`config.mk`:
```
export PLATFORM = sky130hd
export DESIGN_NAME = mips_cycle_sequencer_flat
export DESIGN_NICKNAME = d
export VERILOG_FILES = /design/src/rtl/mips_cycle_sequencer_if.sv /design/src/rtl/mips_cycle_sequencer.sv /design/src/flat_wrapper.sv
export SDC_FILE = /design/constraint.sdc
export NUM_CORES = 1
export LEC_CHECK = 0
export BUFFER_PORTS_ARGS = -buffer_cell sky130_fd_sc_hd__buf_4
export CAP_MARGIN = 0
export CORE_AREA = 2 2 74 76
export CTS_BUF_LIST = sky130_fd_sc_hd__clkbuf_4 sky130_fd_sc_hd__clkbuf_8
export CTS_CLUSTER_SIZE = 20
export DETAILED_ROUTE_END_ITERATION = 16
export DIE_AREA = 0 0 76 78
export SYNTH_ARGS = -nofsm -noshare
export SYNTH_HDL_FRONTEND = slang
export SYNTH_SLANG_ARGS = --single-unit
```
`constraint.sdc`:
```
create_clock -name clk -period 6.95 [get_ports clk]
set_input_delay 0.695 -clock clk [delete_from_list [all_inputs] [get_ports clk]]
set_output_delay 0.695 -clock clk [all_outputs]
set_load 0.02 [all_outputs]
```
`src/rtl/mips_cycle_sequencer_if.sv`:
```
// Shared memory port handshake between the multicycle sequencer and the memory.
// The sequencer holds a request until the memory acknowledges it.
interface mips_cycle_sequencer_if;
  logic mem_req;
  logic mem_we;
  logic mem_addr_sel;
  logic mem_ack;

  modport master (output mem_req, output mem_we, output mem_addr_sel, input mem_ack);
  modport slave  (input mem_req, input mem_we, input mem_addr_sel, output mem_ack);
endinterface

```
`src/rtl/mips_cycle_sequencer.sv`:
```
// Multicycle MIPS control sequencer: FETCH/DECODE/EXECUTE/MEMORY/WRITEBACK over a
// single shared memory port, with a retired-instruction counter.
module mips_cycle_sequencer (
  input  logic                   clk,
  input  logic                   reset,
  input  logic                   run,
  input  logic                   register_write_enable,
  input  logic                   register_write_data_source,
  input  logic                   data_mem_write_enable,
  input  logic                   is_branch,
  input  logic                   alu_zero,
  mips_cycle_sequencer_if.master mem,
  output logic                   ir_load,
  output logic                   pc_write,
  output logic                   pc_src,
  output logic                   alu_result_load,
  output logic                   mdr_load,
  output logic                   reg_write_strobe,
  output logic                   retire,
  output logic [2:0]             state,
  output logic [31:0]            instr_count
);

  typedef enum logic [2:0] {
    FETCH     = 3'd0,
    DECODE    = 3'd1,
    EXECUTE   = 3'd2,
    MEMORY    = 3'd3,
    WRITEBACK = 3'd4
  } state_e;

  state_e      state_q, state_d;
  logic [31:0] instr_count_q, instr_count_d;

  assign instr_count_d = instr_count_q + {31'd0, retire};

  // NOTE: sequential state uses non-blocking assignments so every register
  // samples the pre-edge value of the others.
  always_ff @(posedge clk) begin
    if (reset) begin
      state_q       <= FETCH;
      instr_count_q <= '0;
    end else begin
      state_q       <= state_d;
      instr_count_q <= instr_count_d;
    end
  end

  always_comb begin
    state_d = FETCH;
    case (state_q)
      FETCH:     state_d = (run && mem.mem_ack) ? DECODE : FETCH;
      DECODE:    state_d = EXECUTE;
      EXECUTE: begin
        if (is_branch)                                               state_d = FETCH;
        else if (data_mem_write_enable || register_write_data_source) state_d = MEMORY;
        else if (register_write_enable)                              state_d = WRITEBACK;
        else                                                         state_d = FETCH;
      end
      MEMORY: begin
        if (!mem.mem_ack)               state_d = MEMORY;
        else if (data_mem_write_enable) state_d = FETCH;
        else                            state_d = WRITEBACK;
      end
      WRITEBACK: state_d = FETCH;
      default:   state_d = FETCH;
    endcase
  end

  always_comb begin
    // NOTE: every output gets a default first so no path through the case infers a latch.
    mem.mem_req      = 1'b0;
    mem.mem_we       = 1'b0;
    mem.mem_addr_sel = 1'b0;
    ir_load          = 1'b0;
    pc_write         = 1'b0;
    pc_src           = 1'b0;
    alu_result_load  = 1'b0;
    mdr_load         = 1'b0;
    reg_write_strobe = 1'b0;
    retire           = 1'b0;
    if (!reset) begin
      case (state_q)
        FETCH: begin
          mem.mem_req = run;
          if (run && mem.mem_ack) begin
            ir_load  = 1'b1;
            pc_write = 1'b1;
          end
        end
        EXECUTE: begin
          alu_result_load = 1'b1;
          if (is_branch) begin
            pc_write = alu_zero;
            pc_src   = 1'b1;
            retire   = 1'b1;
          end else if (!data_mem_write_enable && !register_write_data_source &&
                       !register_write_enable) begin
            retire = 1'b1;
          end
        end
        MEMORY: begin
          mem.mem_req      = 1'b1;
          mem.mem_addr_sel = 1'b1;
          mem.mem_we       = data_mem_write_enable;
          if (mem.mem_ack) begin
            // A store wins over a load when both controls are set.
            if (data_mem_write_enable) retire   = 1'b1;
            else                       mdr_load = 1'b1;
          end
        end
        WRITEBACK: begin
          reg_write_strobe = 1'b1;
          retire           = 1'b1;
        end
        default: ;
      endcase
    end
  end

  assign state       = state_q;
  assign instr_count = instr_count_q;

endmodule

```
`src/flat_wrapper.sv`:
```
// flat-port wrapper written by rule: the top's interface ports become plain ports
module mips_cycle_sequencer_flat 
  (clk, reset, run, register_write_enable, register_write_data_source, data_mem_write_enable, is_branch, alu_zero, ir_load, pc_write, pc_src, alu_result_load, mdr_load, reg_write_strobe, retire, state, instr_count, mem_mem_req, mem_mem_we, mem_mem_addr_sel, mem_mem_ack);
  mips_cycle_sequencer_if mem_i ();
  input  logic clk;
  input  logic reset;
  input  logic run;
  input  logic register_write_enable;
  input  logic register_write_data_source;
  input  logic data_mem_write_enable;
  input  logic is_branch;
  input  logic alu_zero;
  output logic ir_load;
  output logic pc_write;
  output logic pc_src;
  output logic alu_result_load;
  output logic mdr_load;
  output logic reg_write_strobe;
  output logic retire;
  output logic [2:0] state;
  output logic [31:0] instr_count;
  output wire logic [$bits(mem_i.mem_req)-1:0] mem_mem_req;
  output wire logic [$bits(mem_i.mem_we)-1:0] mem_mem_we;
  output wire logic [$bits(mem_i.mem_addr_sel)-1:0] mem_mem_addr_sel;
  input wire logic [$bits(mem_i.mem_ack)-1:0] mem_mem_ack;
  assign mem_mem_req = mem_i.mem_req;
  assign mem_mem_we = mem_i.mem_we;
  assign mem_mem_addr_sel = mem_i.mem_addr_sel;
  assign mem_i.mem_ack = mem_mem_ack;
  mips_cycle_sequencer u_core (.clk(clk), .reset(reset), .run(run), .register_write_enable(register_write_enable), .register_write_data_source(register_write_data_source), .data_mem_write_enable(data_mem_write_enable), .is_branch(is_branch), .alu_zero(alu_zero), .mem(mem_i), .ir_load(ir_load), .pc_write(pc_write), .pc_src(pc_src), .alu_result_load(alu_result_load), .mdr_load(mdr_load), .reg_write_strobe(reg_write_strobe), .retire(retire), .state(state), .instr_count(instr_count));
endmodule
```
[Word level (Yosys, flattened, before mapping)]
Index checks and enable logic that the tools add are counted.
Word-level totals
  register bits after elaboration: 35
  input port bits: 9
  output and inout bits: 45
Cells by class
  $add $sub $neg: 1
  equal/unequal tests: 4
  multiplexer cells: 36
  reductions and logical operators: 8
Operators by type and width (count)
  $add A32 B1 Y32: 1
  $mux W1: 27
  $mux W3: 5
  $pmux W3 S4: 1
  $eq A3 B2 Y1 const B: 2
  $pmux W1 S2: 2
  $eq A3 B1 Y1 const B: 1
  $eq A3 B3 Y1 const B: 1
  $logic_and A1 B1 Y1: 3
  $logic_not A1 Y1: 3
  $logic_not A3 Y1: 1
  $pmux W1 S3: 1
  $logic_or A1 B1 Y1: 1

[Depth between registers and ports, before layout]
  depth in word-level cells: 8
  depth in mapped cells: 13
  mapped depth without buffers: 10

[Least setup slack after synthesis]
OpenSTA, ideal clock, no wires.
  kind: input -> register
  start: input port data_mem_write_enable
  end: register u_core.instr_count_q[14], in the netlist u_core.instr_count[14]
  arrival time: 3450 ps
  slack: 3429 ps
  cell stages on the path: 12
  buffers on the path: 2
  cells stage by stage: or3_1 a2111oi_0 a21oi_1 nor2_1 ha_1 ha_1 and3_1 clkbuf_1 nand3_1 clkbuf_1 or3_1 a21oi_1
Between the ends
  word-level cells in the longest chain between the ends: 8
  elaborated cells between the ends (all ways): 10
  those cells by class: add/sub (1); mux (6); reduce/logical (3)
RTL lines
  start, declared: line flat_wrapper.sv:10  | input logic data_mem_write_enable;
  $logic_not A1 Y1: line mips_cycle_sequencer.sv:97  | end else if (!data_mem_write_enable && !register_write_data_source &&
  $logic_and A1 B1 Y1 (2 in series): line mips_cycle_sequencer.sv:97
  $mux W1: line mips_cycle_sequencer.sv:97
  $mux W1: line mips_cycle_sequencer.sv:93  | if (is_branch) begin
  $pmux W1 S3 (*): line mips_cycle_sequencer.sv:83  | case (state_q)
  $mux W1 (*): line mips_cycle_sequencer.sv:82  | if (!reset) begin
  via retire: line flat_wrapper.sv:19  | output logic retire;
  $add A32 B1 Y32 (*): line mips_cycle_sequencer.sv:35  | assign instr_count_d = instr_count_q + {31'd0, retire};
  end signal, assigned: line mips_cycle_sequencer.sv:45  | instr_count_q <= instr_count_d;
  end, declared: line mips_cycle_sequencer.sv:33  | logic [31:0] instr_count_q, instr_count_d;
The timed path passes the listed nets; every way through them passes the cells marked *.
A chain may end at the register's enable or synchronous reset.

[Final worst setup path]
  start: input port data_mem_write_enable
  end: register u_core.instr_count_q[28], in the netlist u_core.instr_count[28]
Between the ends
  word-level cells in the longest chain between the ends: 8
  elaborated cells between the ends (all ways): 10
  those cells by class: add/sub (1); mux (6); reduce/logical (3)
RTL lines (line)
  $logic_not A1 Y1: mips_cycle_sequencer.sv:97
  $logic_and A1 B1 Y1 (2 in series): mips_cycle_sequencer.sv:97
  $mux W1: mips_cycle_sequencer.sv:97
  $mux W1: mips_cycle_sequencer.sv:93
  $pmux W1 S3 (*): mips_cycle_sequencer.sv:83
  $mux W1 (*): mips_cycle_sequencer.sv:82
  $add A32 B1 Y32 (*): mips_cycle_sequencer.sv:35
Mark *: on every way between the ends. The rest lies on a longest branch, timed or not.

==> impl_results.md <==
- Status: finished, final reports clean
- Post-synthesis cell count: 204
- Reg-to-Reg Start: u_core.state[0]
- Clk network pwr share: 0.461
- Switching Share: 0.220
- CTS max path bufs: 2
- Hold crit path type: reg -> reg
- Cell area after layout: approximately 0.0023 mm²
- P per Cell Area: approximately 180 mW/mm²
- Io pins: 54
- WP data required: 7.18 ns
- Hold path endpoint: u_core.instr_count[31]
- Max-slew violation count: 0
- Clock sink count: 35
- Register clock-pin slew on the reported worst setup and hold paths: 0.08 ns
- Post-Route WL: roughly 4100 µm
- Worst Max-Slew Pin Slew: 0.604 ns
- Count of final setup violators: 0
- CTS-repair resized insts: 0
- Sequential fraction of design power: 0.487
- Worst slack at placement: 3.10 ns
- CP Launch Type: input pin
- Top_reg_cell synth: dfxtp_1
- Clock Latency Late Sink: 0.29 ns
- Pre-Repair DR Iteration Count: 5
- Setup bufs post-CTS: 0
- Vias per std cell: approximately 5.3
- Residual DRC: 0
- Nets@finish: approximately 260
- Total nets after synthesis: 215
- Final Util: 0.453
- Fin worst setup slack: 3.41 ns
- WL met2: 1870 µm
- Max cap viols: 0
- Logic pwr share: 0.052
- Maximum clock frequency: roughly 0.28 GHz
- Netlist cell types: 33
- Largest net degree at the start of global routing: 41
- First-pass GRT wire length: 7290 µm
- N_diodes: 0
- Yosys Warn Count: 0
- Final Cycle Share: 0.510
- Vias in the first global route: 1577
- Clock buffer count from CTS: 5
- Final ANT Viol Nets: 0
- WP data arrival: about 3.8 ns
- Met3 WL: 228 µm
- Async SR Flop Fraction: 0
- Core Area: 0.00504 mm²
- Rel. slew slack: 0.597
- CP Capture Type: flip-flop
- Clk root buf: clkbuf_8
- Cts hold-fix bufs: 0
- Unrepaired setup endpoints after global routing: false
- Starting Density: 0.342
- WHS: 0.481 ns
- Sw power: 0.0000920 W
- Largest vdd supply drop: 0.000103 V
- Worst R2R Path Depth: 10
- Leakage: 0.858 nW
- Seq/Total Area, Yosys: 0.407
- GRT Overall Usage: 0.149
- Yosys reg bits: 35
- Number of hold violations in the final report: 0
- FF-to-FF End: u_core.instr_count[28]
- Int Power: 0.000327 W
- Initial antenna violation count: 0
- Worst-path maximum fanout: 18
- Drt first-iter violations: 73
- Post-layout min period: 3.54 ns
- R2r setup slk: 3.67 ns
- Post-Syn Area: 0.00172 mm²
- Post-DP Area: ~0.0022 mm²
- Detailed Place HPWL: 2820 µm
- Metal-1 WL: 1990 µm
- Area grow syn2layout: 32.5%
- Number of synthesized flops with an enable pin: 0
- Fraction of layout cells with a size suffix above 1: 0.248
- Detailed-route wire length per cell: approximately 13 µm
- CTS H-tree depth: 2
- Hold depth: 2
- CTS tree: yes
- Syn_area_per_cell: 8.45 µm²
- Via Count: approximately 1.7k
- Row count: 26
- Top Layer Used: met4
- Fin Clk Skew: ~0.0090 ns
- Buffers added on ports: 53
- Final setup TNS: 0 ns
- GP Congestion: 0.738
- Die Area: ~0.0059 mm²
- Hold path startpoint: u_core.instr_count[31]
- Grt ovf: 0
- Chip Width: 76 µm
- Die Ht: between 70 and 80 µm
- Critical path class: in -> reg
==> critical path, stage by stage <==
cell,delay [ns]
buf_4,0.13
or3_1,0.37
a2111oi_0,0.42
a21oi_1,0.07
nor2_1,0.16
ha_1,0.24
ha_1,0.21
and3_1,0.27
nand3_1,0.44
or4_1,0.62
a21oi_1,0.15
==> flip-flops by register name (all words and copies together), names as in the netlist <==
register,count
u_core.state,3
u_core.instr_count,32
==> how the worst max path moves through the flow <==
stage                                from  depth (start not counted)                     end
finish              data_mem_write_enable                         11  u_core.instr_count[28]
global route        data_mem_write_enable                         11  u_core.instr_count[28]
CTS                 data_mem_write_enable                         11  u_core.instr_count[24]
detailed placement  data_mem_write_enable                         11  u_core.instr_count[30]
global placement    data_mem_write_enable                         11  u_core.instr_count[22]
floorplan           data_mem_write_enable                         12  u_core.instr_count[14]
==> final cells by class <==
| class | instances | area, µm² |
|---|---|---|
| clock buffer | 6 | 82.6 |
| clock inverter | 2 | 35.0 |
| fill | 499 | 2760 |
| inverter | 4 | 15.0 |
| multi-input combinational | 154 | 965 |
| sequential | 35 | 701 |
| tap | 70 | 87.6 |
| timing repair buffer | 53 | 398 |
==> routing by layer <==
| layer | GRT usage | vias to the layer above |
|---|---|---|
| li1 | - | 873 |
| met4 | 0.0491 | 0 |
| met1 | 0.194 | 798 |
| met3 | 0.0547 | 5 |
| met5 | 0 | - |
| met2 | 0.229 | 43 |
==> per-stage QoR <==
| stage | std cells | power [W] |
|---|---|---|
| global placement | 316 | 0.000231 |
| CTS | 324 | 0.000422 |
| global route | 324 | 0.000437 |
| detailed placement | 316 | 0.000230 |
| floorplan | 204 | 0.000220 |
| finish | 324 | 0.000419 |
==> kinds of logic (layout without fill, tap and decap cells) <==
logic type,after synthesis,in the layout,synth area share
xor+xnor,11,11,0.0559
flops,35,35,0.407
buf+inv,15,65,0.0334
simple gates,93,93,0.314
compound gates,48,48,0.176
fa+ha+maj,2,2,0.0145
==> Yosys cell counts, types with 2 or more instances <==
cell	n	area share
and2_1	2	0.0073
ha_1	2	0.015
dfxtp_1	35	0.41
o31ai_1	15	0.065
or3_1	6	0.022
xor2_1	6	0.031
nand4_1	7	0.025
inv_1	4	0.0087
nor3_1	2	0.0058
and3_1	6	0.022
and4_1	5	0.025
a21oi_1	20	0.058
xnor2_1	5	0.025
nor2_1	18	0.039
nor2b_1	2	0.0073
a211oi_1	2	0.0087
clkbuf_1	9	0.020
a2111oi_0	4	0.020
o21ai_0	5	0.015
nand2_1	10	0.022
nand3_1	13	0.038
or4_1	15	0.065
==> power by group through the flow <==
stage	clock, W	sequential (W)	combinational [W]
after floorplan	0	0.000209	0.0000113
after global placement	0	0.000209	0.0000221
after detailed placement	0	0.000209	0.0000218
after CTS	0.000197	0.000204	0.0000220
after global routing	0.000209	0.000204	0.0000241
final	0.000193	0.000204	0.0000218
==> cells in the final DEF, fill, tap and decap left out, types with 7 or more instances in the layout <==
cell	synthesis	final
a21oi_1	20	20
nand4_1	7	7
nand2_1	10	10
o31ai_1	15	15
or4_1	15	15
dfxtp_1	35	35
buf_4	0	53
nand3_1	13	13
nor2_1	18	18
(Power assumes the default switching activity.)
